### src/rtl/aes_keysched_ctrl_if.sv
// Handshake bundle between the AES-256 key-schedule controller, key loader, step unit and round pipeline.
// The controller side uses the slave modport; the surrounding environment uses master.
interface aes_keysched_ctrl_if;
    logic         key_valid;
    logic         key_ready;
    logic [31:0]  key_word;
    logic         step_req;
    logic [5:0]   step_idx;
    logic [31:0]  step_wPrev;
    logic [31:0]  step_wOld;
    logic         step_ack;
    logic [31:0]  step_word;
    logic         rk_req;
    logic [3:0]   rk_round;
    logic         rk_valid;
    logic [127:0] rk_data;
    logic         rk_err;
    logic         busy;
    logic         keys_ready;

    modport slave (
        input  key_valid, key_word, step_ack, step_word, rk_req, rk_round,
        output key_ready, step_req, step_idx, step_wPrev, step_wOld,
               rk_valid, rk_data, rk_err, busy, keys_ready
    );

    modport master (
        output key_valid, key_word, step_ack, step_word, rk_req, rk_round,
        input  key_ready, step_req, step_idx, step_wPrev, step_wOld,
               rk_valid, rk_data, rk_err, busy, keys_ready
    );
endinterface

### src/rtl/aes_keysched_ctrl.sv
// AES-256 key expansion sequencer and round-key store; optional KEYSCHED_ZEROIZE_EN adds a zeroize input.
// Latency: one step per cycle with zero-wait acks; round-key reads answer 1 cycle after rk_req, fully pipelined.
// Backpressure: key words stall on key_ready (low while expanding); steps hold stable until step_ack.
module aes_keysched_ctrl #(
    parameter int NK = 8,
    parameter int NR = 14,
    parameter int NB = 4
) (
    input  logic clk,
    input  logic resetn,
`ifdef KEYSCHED_ZEROIZE_EN
    input  logic zeroize,
`endif
    aes_keysched_ctrl_if.slave bus
);

    localparam int NW = NB * (NR + 1);
    localparam logic [2:0] LAST_KEY   = 3'(NK - 1);
    localparam logic [5:0] FIRST_STEP = 6'(NK);
    localparam logic [5:0] LAST_STEP  = 6'(NW - 1);
    localparam logic [5:0] OLD_LAG    = 6'(NK - 1);
    localparam logic [3:0] MAX_RND    = 4'(NR);

    typedef enum logic [1:0] {IDLE, LOAD, EXPAND, READY} state_t;

    state_t         state_q, state_d;
    logic [2:0]     cnt_q, cnt_d;
    logic [5:0]     idx_q, idx_d;
    logic           step_req_q, step_req_d;
    logic [31:0]    wprev_q, wprev_d;
    logic [31:0]    wold_q, wold_d;
    logic           key_ready_q;
    logic           rk_valid_q, rk_err_q;
    logic [127:0]   rk_data_q;
    logic [31:0]    w_q [NW];

    logic           we;
    logic [5:0]     waddr;
    logic [31:0]    wdata;
    logic           key_acc, step_acc, zero_evt;
    logic           rk_ok;
    logic [5:0]     rd_base;
    logic [127:0]   rd_data;

`ifdef KEYSCHED_ZEROIZE_EN
    assign zero_evt = zeroize;
`else
    assign zero_evt = 1'b0;
`endif

    assign key_acc  = bus.key_valid & key_ready_q;
    assign step_acc = step_req_q & bus.step_ack;

    always_comb begin
        state_d    = state_q;
        cnt_d      = cnt_q;
        idx_d      = idx_q;
        step_req_d = step_req_q;
        wprev_d    = wprev_q;
        wold_d     = wold_q;
        we         = 1'b0;
        waddr      = 6'd0;
        wdata      = bus.key_word;
        case (state_q)
            IDLE, READY: begin
                if (key_acc) begin
                    we      = 1'b1;
                    cnt_d   = 3'd1;
                    state_d = LOAD;
                end
            end
            LOAD: begin
                if (key_acc) begin
                    we    = 1'b1;
                    waddr = {3'b000, cnt_q};
                    cnt_d = cnt_q + 3'd1;
                    // The word being accepted is w[NK-1]; forward it straight into the first step.
                    if (cnt_q == LAST_KEY) begin
                        state_d    = EXPAND;
                        step_req_d = 1'b1;
                        idx_d      = FIRST_STEP;
                        wprev_d    = bus.key_word;
                        wold_d     = w_q[0];
                    end
                end
            end
            EXPAND: begin
                if (step_acc) begin
                    we    = 1'b1;
                    waddr = idx_q;
                    wdata = bus.step_word;
                    if (idx_q == LAST_STEP) begin
                        state_d    = READY;
                        step_req_d = 1'b0;
                    end else begin
                        idx_d   = idx_q + 6'd1;
                        wprev_d = bus.step_word;
                        wold_d  = w_q[idx_q - OLD_LAG];
                    end
                end
            end
            default: state_d = IDLE;
        endcase
        if (zero_evt) begin
            state_d    = IDLE;
            step_req_d = 1'b0;
            we         = 1'b0;
        end
    end

    always_ff @(posedge clk or negedge resetn) begin
        if (!resetn) begin
            state_q     <= IDLE;
            cnt_q       <= 3'd0;
            idx_q       <= 6'd0;
            step_req_q  <= 1'b0;
            wprev_q     <= 32'd0;
            wold_q      <= 32'd0;
            key_ready_q <= 1'b0;
        end else begin
            state_q     <= state_d;
            cnt_q       <= cnt_d;
            idx_q       <= idx_d;
            step_req_q  <= step_req_d;
            wprev_q     <= wprev_d;
            wold_q      <= wold_d;
            key_ready_q <= (state_d != EXPAND);
        end
    end

    always_ff @(posedge clk) begin
        if (zero_evt) begin
            for (int i = 0; i < NW; i++) begin
                w_q[i] <= 32'd0;
            end
        end else if (we) begin
            w_q[waddr] <= wdata;
        end
    end

    // Lookup uses pre-edge state, so a read racing a new key still sees the old schedule.
    assign rk_ok   = (state_q == READY) && (bus.rk_round <= MAX_RND) && !zero_evt;
    assign rd_base = rk_ok ? {bus.rk_round, 2'b00} : 6'd0;
    assign rd_data = {w_q[rd_base], w_q[rd_base + 6'd1], w_q[rd_base + 6'd2], w_q[rd_base + 6'd3]};

    always_ff @(posedge clk or negedge resetn) begin
        if (!resetn) begin
            rk_valid_q <= 1'b0;
            rk_err_q   <= 1'b0;
            rk_data_q  <= 128'd0;
        end else if (bus.rk_req) begin
            rk_valid_q <= 1'b1;
            rk_err_q   <= !rk_ok;
            rk_data_q  <= rk_ok ? rd_data : 128'd0;
        end else begin
            rk_valid_q <= 1'b0;
            rk_err_q   <= 1'b0;
        end
    end

    assign bus.key_ready  = key_ready_q;
    assign bus.step_req   = step_req_q;
    assign bus.step_idx   = idx_q;
    assign bus.step_wPrev = wprev_q;
    assign bus.step_wOld  = wold_q;
    assign bus.rk_valid   = rk_valid_q;
    assign bus.rk_err     = rk_err_q;
    assign bus.rk_data    = rk_data_q;
    assign bus.busy       = (state_q == LOAD) || (state_q == EXPAND);
    assign bus.keys_ready = (state_q == READY);

endmodule

### src/flat_wrapper.sv
// flat-port wrapper written by rule: the top's interface ports become plain ports
module aes_keysched_ctrl_flat 
#(
    parameter int NK = 8,
    parameter int NR = 14,
    parameter int NB = 4
)
  (clk, resetn, bus_key_valid, bus_key_word, bus_step_ack, bus_step_word, bus_rk_req, bus_rk_round, bus_key_ready, bus_step_req, bus_step_idx, bus_step_wPrev, bus_step_wOld, bus_rk_valid, bus_rk_data, bus_rk_err, bus_busy, bus_keys_ready);
  aes_keysched_ctrl_if bus_i ();
  input  logic clk;
  input  logic resetn;
  input wire logic [$bits(bus_i.key_valid)-1:0] bus_key_valid;
  input wire logic [$bits(bus_i.key_word)-1:0] bus_key_word;
  input wire logic [$bits(bus_i.step_ack)-1:0] bus_step_ack;
  input wire logic [$bits(bus_i.step_word)-1:0] bus_step_word;
  input wire logic [$bits(bus_i.rk_req)-1:0] bus_rk_req;
  input wire logic [$bits(bus_i.rk_round)-1:0] bus_rk_round;
  output wire logic [$bits(bus_i.key_ready)-1:0] bus_key_ready;
  output wire logic [$bits(bus_i.step_req)-1:0] bus_step_req;
  output wire logic [$bits(bus_i.step_idx)-1:0] bus_step_idx;
  output wire logic [$bits(bus_i.step_wPrev)-1:0] bus_step_wPrev;
  output wire logic [$bits(bus_i.step_wOld)-1:0] bus_step_wOld;
  output wire logic [$bits(bus_i.rk_valid)-1:0] bus_rk_valid;
  output wire logic [$bits(bus_i.rk_data)-1:0] bus_rk_data;
  output wire logic [$bits(bus_i.rk_err)-1:0] bus_rk_err;
  output wire logic [$bits(bus_i.busy)-1:0] bus_busy;
  output wire logic [$bits(bus_i.keys_ready)-1:0] bus_keys_ready;
  assign bus_i.key_valid = bus_key_valid;
  assign bus_i.key_word = bus_key_word;
  assign bus_i.step_ack = bus_step_ack;
  assign bus_i.step_word = bus_step_word;
  assign bus_i.rk_req = bus_rk_req;
  assign bus_i.rk_round = bus_rk_round;
  assign bus_key_ready = bus_i.key_ready;
  assign bus_step_req = bus_i.step_req;
  assign bus_step_idx = bus_i.step_idx;
  assign bus_step_wPrev = bus_i.step_wPrev;
  assign bus_step_wOld = bus_i.step_wOld;
  assign bus_rk_valid = bus_i.rk_valid;
  assign bus_rk_data = bus_i.rk_data;
  assign bus_rk_err = bus_i.rk_err;
  assign bus_busy = bus_i.busy;
  assign bus_keys_ready = bus_i.keys_ready;
  aes_keysched_ctrl #(.NK(NK), .NR(NR), .NB(NB)) u_core (.clk(clk), .resetn(resetn), .bus(bus_i));
endmodule
### config.mk
export PLATFORM = sky130hd
export DESIGN_NAME = aes_keysched_ctrl_flat
export DESIGN_NICKNAME = d
export VERILOG_FILES = /design/src/rtl/aes_keysched_ctrl_if.sv /design/src/rtl/aes_keysched_ctrl.sv /design/src/flat_wrapper.sv
export SDC_FILE = /design/constraint.sdc
export NUM_CORES = 2
export LEC_CHECK = 0
export BUFFER_PORTS_ARGS = -buffer_cell sky130_fd_sc_hd__buf_4
export CORE_MARGIN = 2
export CORE_UTILIZATION = 50
export CTS_CLUSTER_SIZE = 16
export DETAILED_ROUTE_END_ITERATION = 10
export HOLD_SLACK_MARGIN = 0.08
export PLACE_DENSITY = 0.74
export REMOVE_ABC_BUFFERS = 1
export SYNTH_ARGS = -nofsm -noshare
export SYNTH_HDL_FRONTEND = slang
export SYNTH_SLANG_ARGS = --single-unit
### constraint.sdc
create_clock -name clk -period 6.4 [get_ports clk]
set_input_delay 0.64 -clock clk [delete_from_list [all_inputs] [get_ports clk]]
set_output_delay 0.64 -clock clk [all_outputs]
set_load 0.02 [all_outputs]
==> impl_metrics.yaml <==
floorplan:
  rows: 162
  ios: 277
  initial_core_util: 0.503
  core_um2: 195000
  die_area_um2: 200000
  die_h_um: 447
  die_w_um: 447
critical_path:
  slowest_delay_ns: 1.27
  crit_slowest_cell: "nor2_4"
  cp_num_buf_inv: 3
  cp.required_ns: 6.95
  cp_max_fo: 22
  path_delay_family: "simple AND/OR/NAND/NOR gates"
  worstPathCellList: "inv_1 > ha_4 > nand3_4 > buf_4 > nor3_1 > nand3_1 > nor2_4 > buf_4"
  worstPathArrival_ns: 5.87
  worstSetupEndpointType: "flip-flop"
  cp_common_cell: "buf_4"
  crit_path_start_kind: "flip-flop"
  crit_type: "flip-flop to flip-flop"
pwr:
  powerDensity_nw_per_um2: 358
  ir_drop_uv: 286
  power_mw: 40.0
  power_leakage_nw: 36.4
final_layout:
  multiInputGateArea_um2: 33100
  fillCellCount: 14800
  drive_gt1_frac: 0.222
  final_nets: 6691
  ff_latch_area_um2: 62800
  area_delta_synth_final_pct: 13.7
synthesis:
  synth_seq_cells: 2127
  ys_top_cells_by_count: "1920 x edfxtp_1, 730 x nand2_1, 574 x mux4_2, 338 x clkbuf_1, 282 x mux2i_1"
  yosysSeqAreaShare: 0.640
  yosysTopAreaCellShare: 0.587
  syn_avg_cell_area_um2: 15.3
  synth.most_common_cell: "edfxtp_1"
  synthTopCellsByArea: "edfxtp_1 59%, mux4_2 13%, dfrtp_1 5.3%, mux2i_1 2.9%, nand2_1 2.8%"
  syn_inst: 6431
  syn_area_um2: 98200
  ys.flop_type: "edfxtp_1"
  async_flop_share: 0.0973
  yosysWarnings: 0
  synth_cell_types: 66
  yosys.area.top_type: "edfxtp_1"
  synth_enable_flop_cells: 1920
detailed_routing:
  drt-total-wl_um: 366000
  drtIter0Drc: 13400
  postRouteAntennaNets: 0
  drt-pass1-iter-count: 9
  vias_per_cell: 7.45
  drc: 0
  vias: 70300
  wl_per_cell_um: 38.8
clock_tree:
  cts_root_buffer: "clkbuf_16"
  clkSinkCount: 2127
  cts_setup_buffers: 0
  worstSkewPairLatency_ns: 0.91
  cts_buffers: 209
  cts.htree.levels: 4
  clockBufferDepth: 3
  clk_pin_slew_ns: 0.07
  cts_tree: "yes"
grt:
  grt_pass1_wl_um: 505000
  antenna_found_initial: 16
  grt_max_degree: 174
  overflow: 0
  grt_use_total: 0.361
  grt_pass1_vias: 66700
sta:
  finalSetupViolCount: 0
  fmax_ghz: 0.188
  final_max_slew_viol_count: 0
  rsz0062_at_grt: "no"
  clock_skew_ns: 0.0460
  period_share: 0.831
  fin_tns_setup_ns: 0
  period_minus_slack_ns: 5.32
  tightestPinTransition_ns: 1.47
  hold_violations: 0
  max-slew-margin-rel: 0.0204
run:
  max_cap_viol_count: 0
outcome:
  run_status: "complete, no violations"
placed_design:
  gp_congestion: 0.949
  portBuffers: 276
  hpwl_um: 217000
hold_path:
  hold_path_class: "input pin to flip-flop"
## path summary, 6_finish.rpt
kind | cells after the start | slack (ns) | end | from
min in group asynchronous | 2 | 0.38 | u_core.bus.rk_data[123] | resetn
worst min-delay path | 3 | 0.08 | u_core.bus.step_wPrev[15] | bus_key_word[15]
worst max register to register | 8 | 1.08 | u_core.w_q[24][17] | u_core.state_q[0]
worst min register to register | 2 | 0.48 | u_core.bus.step_wPrev[30] | u_core.bus.step_wPrev[30]
max in group asynchronous | 3 | 4.88 | u_core.bus.step_wOld[6] | resetn
worst max-delay path | 8 | 1.08 | u_core.w_q[24][17] | u_core.state_q[0]
## report_power, final
part | switching, mW | internal [mW]
clock network | 5.68 | 7.27
logic | 6.25 | 3.64
registers | 0.644 | 16.5
## worst register-to-register path, stage by stage (launching register included)
cell,delay [ns]
dfrtp_1,0.41
inv_1,0.18
ha_4,0.52
nand3_4,0.63
buf_4,0.53
nor3_1,0.37
nand3_1,0.65
nor2_4,1.27
buf_4,0.42
## layer usage
metal  up-vias  track usage  wire length (um)
met1     34700        0.455            118000
met2      7568        0.512            156000
li1      26400            -                 -
met3      1571        0.153             63400
met5         -      0.00220               230
met4        20        0.234             28600
## timing repair
action                                  in CTS  in global routing
endpoints found under the setup margin       0                  0
resized for setup                            0                  0
hold buffers                                49                  0
endpoints found under the hold margin       99                  0
## flip-flops by register name, summed over array words and instances (netlist names)
register,flops
u_core.state_q,2
u_core.bus.step_req,1
u_core.bus.key_ready,1
u_core.bus.rk_err,1
u_core.cnt_q,3
u_core.bus.step_wOld,32
u_core.bus.step_wPrev,32
u_core.bus.step_idx,6
u_core.bus.rk_data,128
u_core.w_q,1920
u_core.bus.rk_valid,1
## stage by stage
| step | instance area (um^2) | std cells | hold slack, ns | util | setup WS [ns] |
|---|---|---|---|---|---|
| after detailed placement | 104000 | 8975 | 0.475 | 0.533 | 1.40 |
| after global placement | 104000 | 8975 | 0.464 | 0.533 | 1.36 |
| after CTS | 112000 | 9420 | 0.0808 | 0.572 | 1.37 |
| final | 112000 | 9438 | 0.0834 | 0.572 | 1.08 |
| after floorplan | 95600 | 5871 | 0.344 | - | -22.00 |
| after global routing | 112000 | 9420 | 0.0995 | 0.572 | 1.17 |
## logic make-up after synthesis
family          after synthesis  synth area share
compound gates             1408             0.104
mux                         888             0.164
simple gates               1326            0.0598
flops                      2127             0.640
fa+ha+maj                     7          0.000892
xor+xnor                      7          0.000854
buf+inv                     668            0.0305
## cell type report
type / count / share of cell area
antenna: 18 / 0.000404
clock buffer: 268 / 0.0506
timing repair buffer: 529 / 0.0425
clock inverter: 128 / 0.0139
sequential: 2127 / 0.563
tap: 2624 / 0.0294
inverter: 108 / 0.00363
multi-input combinational: 3636 / 0.296
## cell usage in the layout, fill, tap and decap left out, drive strengths merged, types with 49 or more instances in the layout
cell type	netlist	routed
nor2b	184	184
dlygate4sd3	0	49
nand3	77	77
mux4	574	574
buf	222	480
clkinv	0	72
a22oi	129	129
a221oi	121	121
dfrtp	207	207
edfxtp	1920	1920
nand2	731	731
o21ai	226	226
o32ai	99	99
mux2i	282	282
inv	108	119
nor2	204	204
o221ai	98	98
clkbuf	338	268
and2	70	70
a31oi	136	136
a21oi	121	121
a211oi	217	217
(Power assumes the default switching activity.)
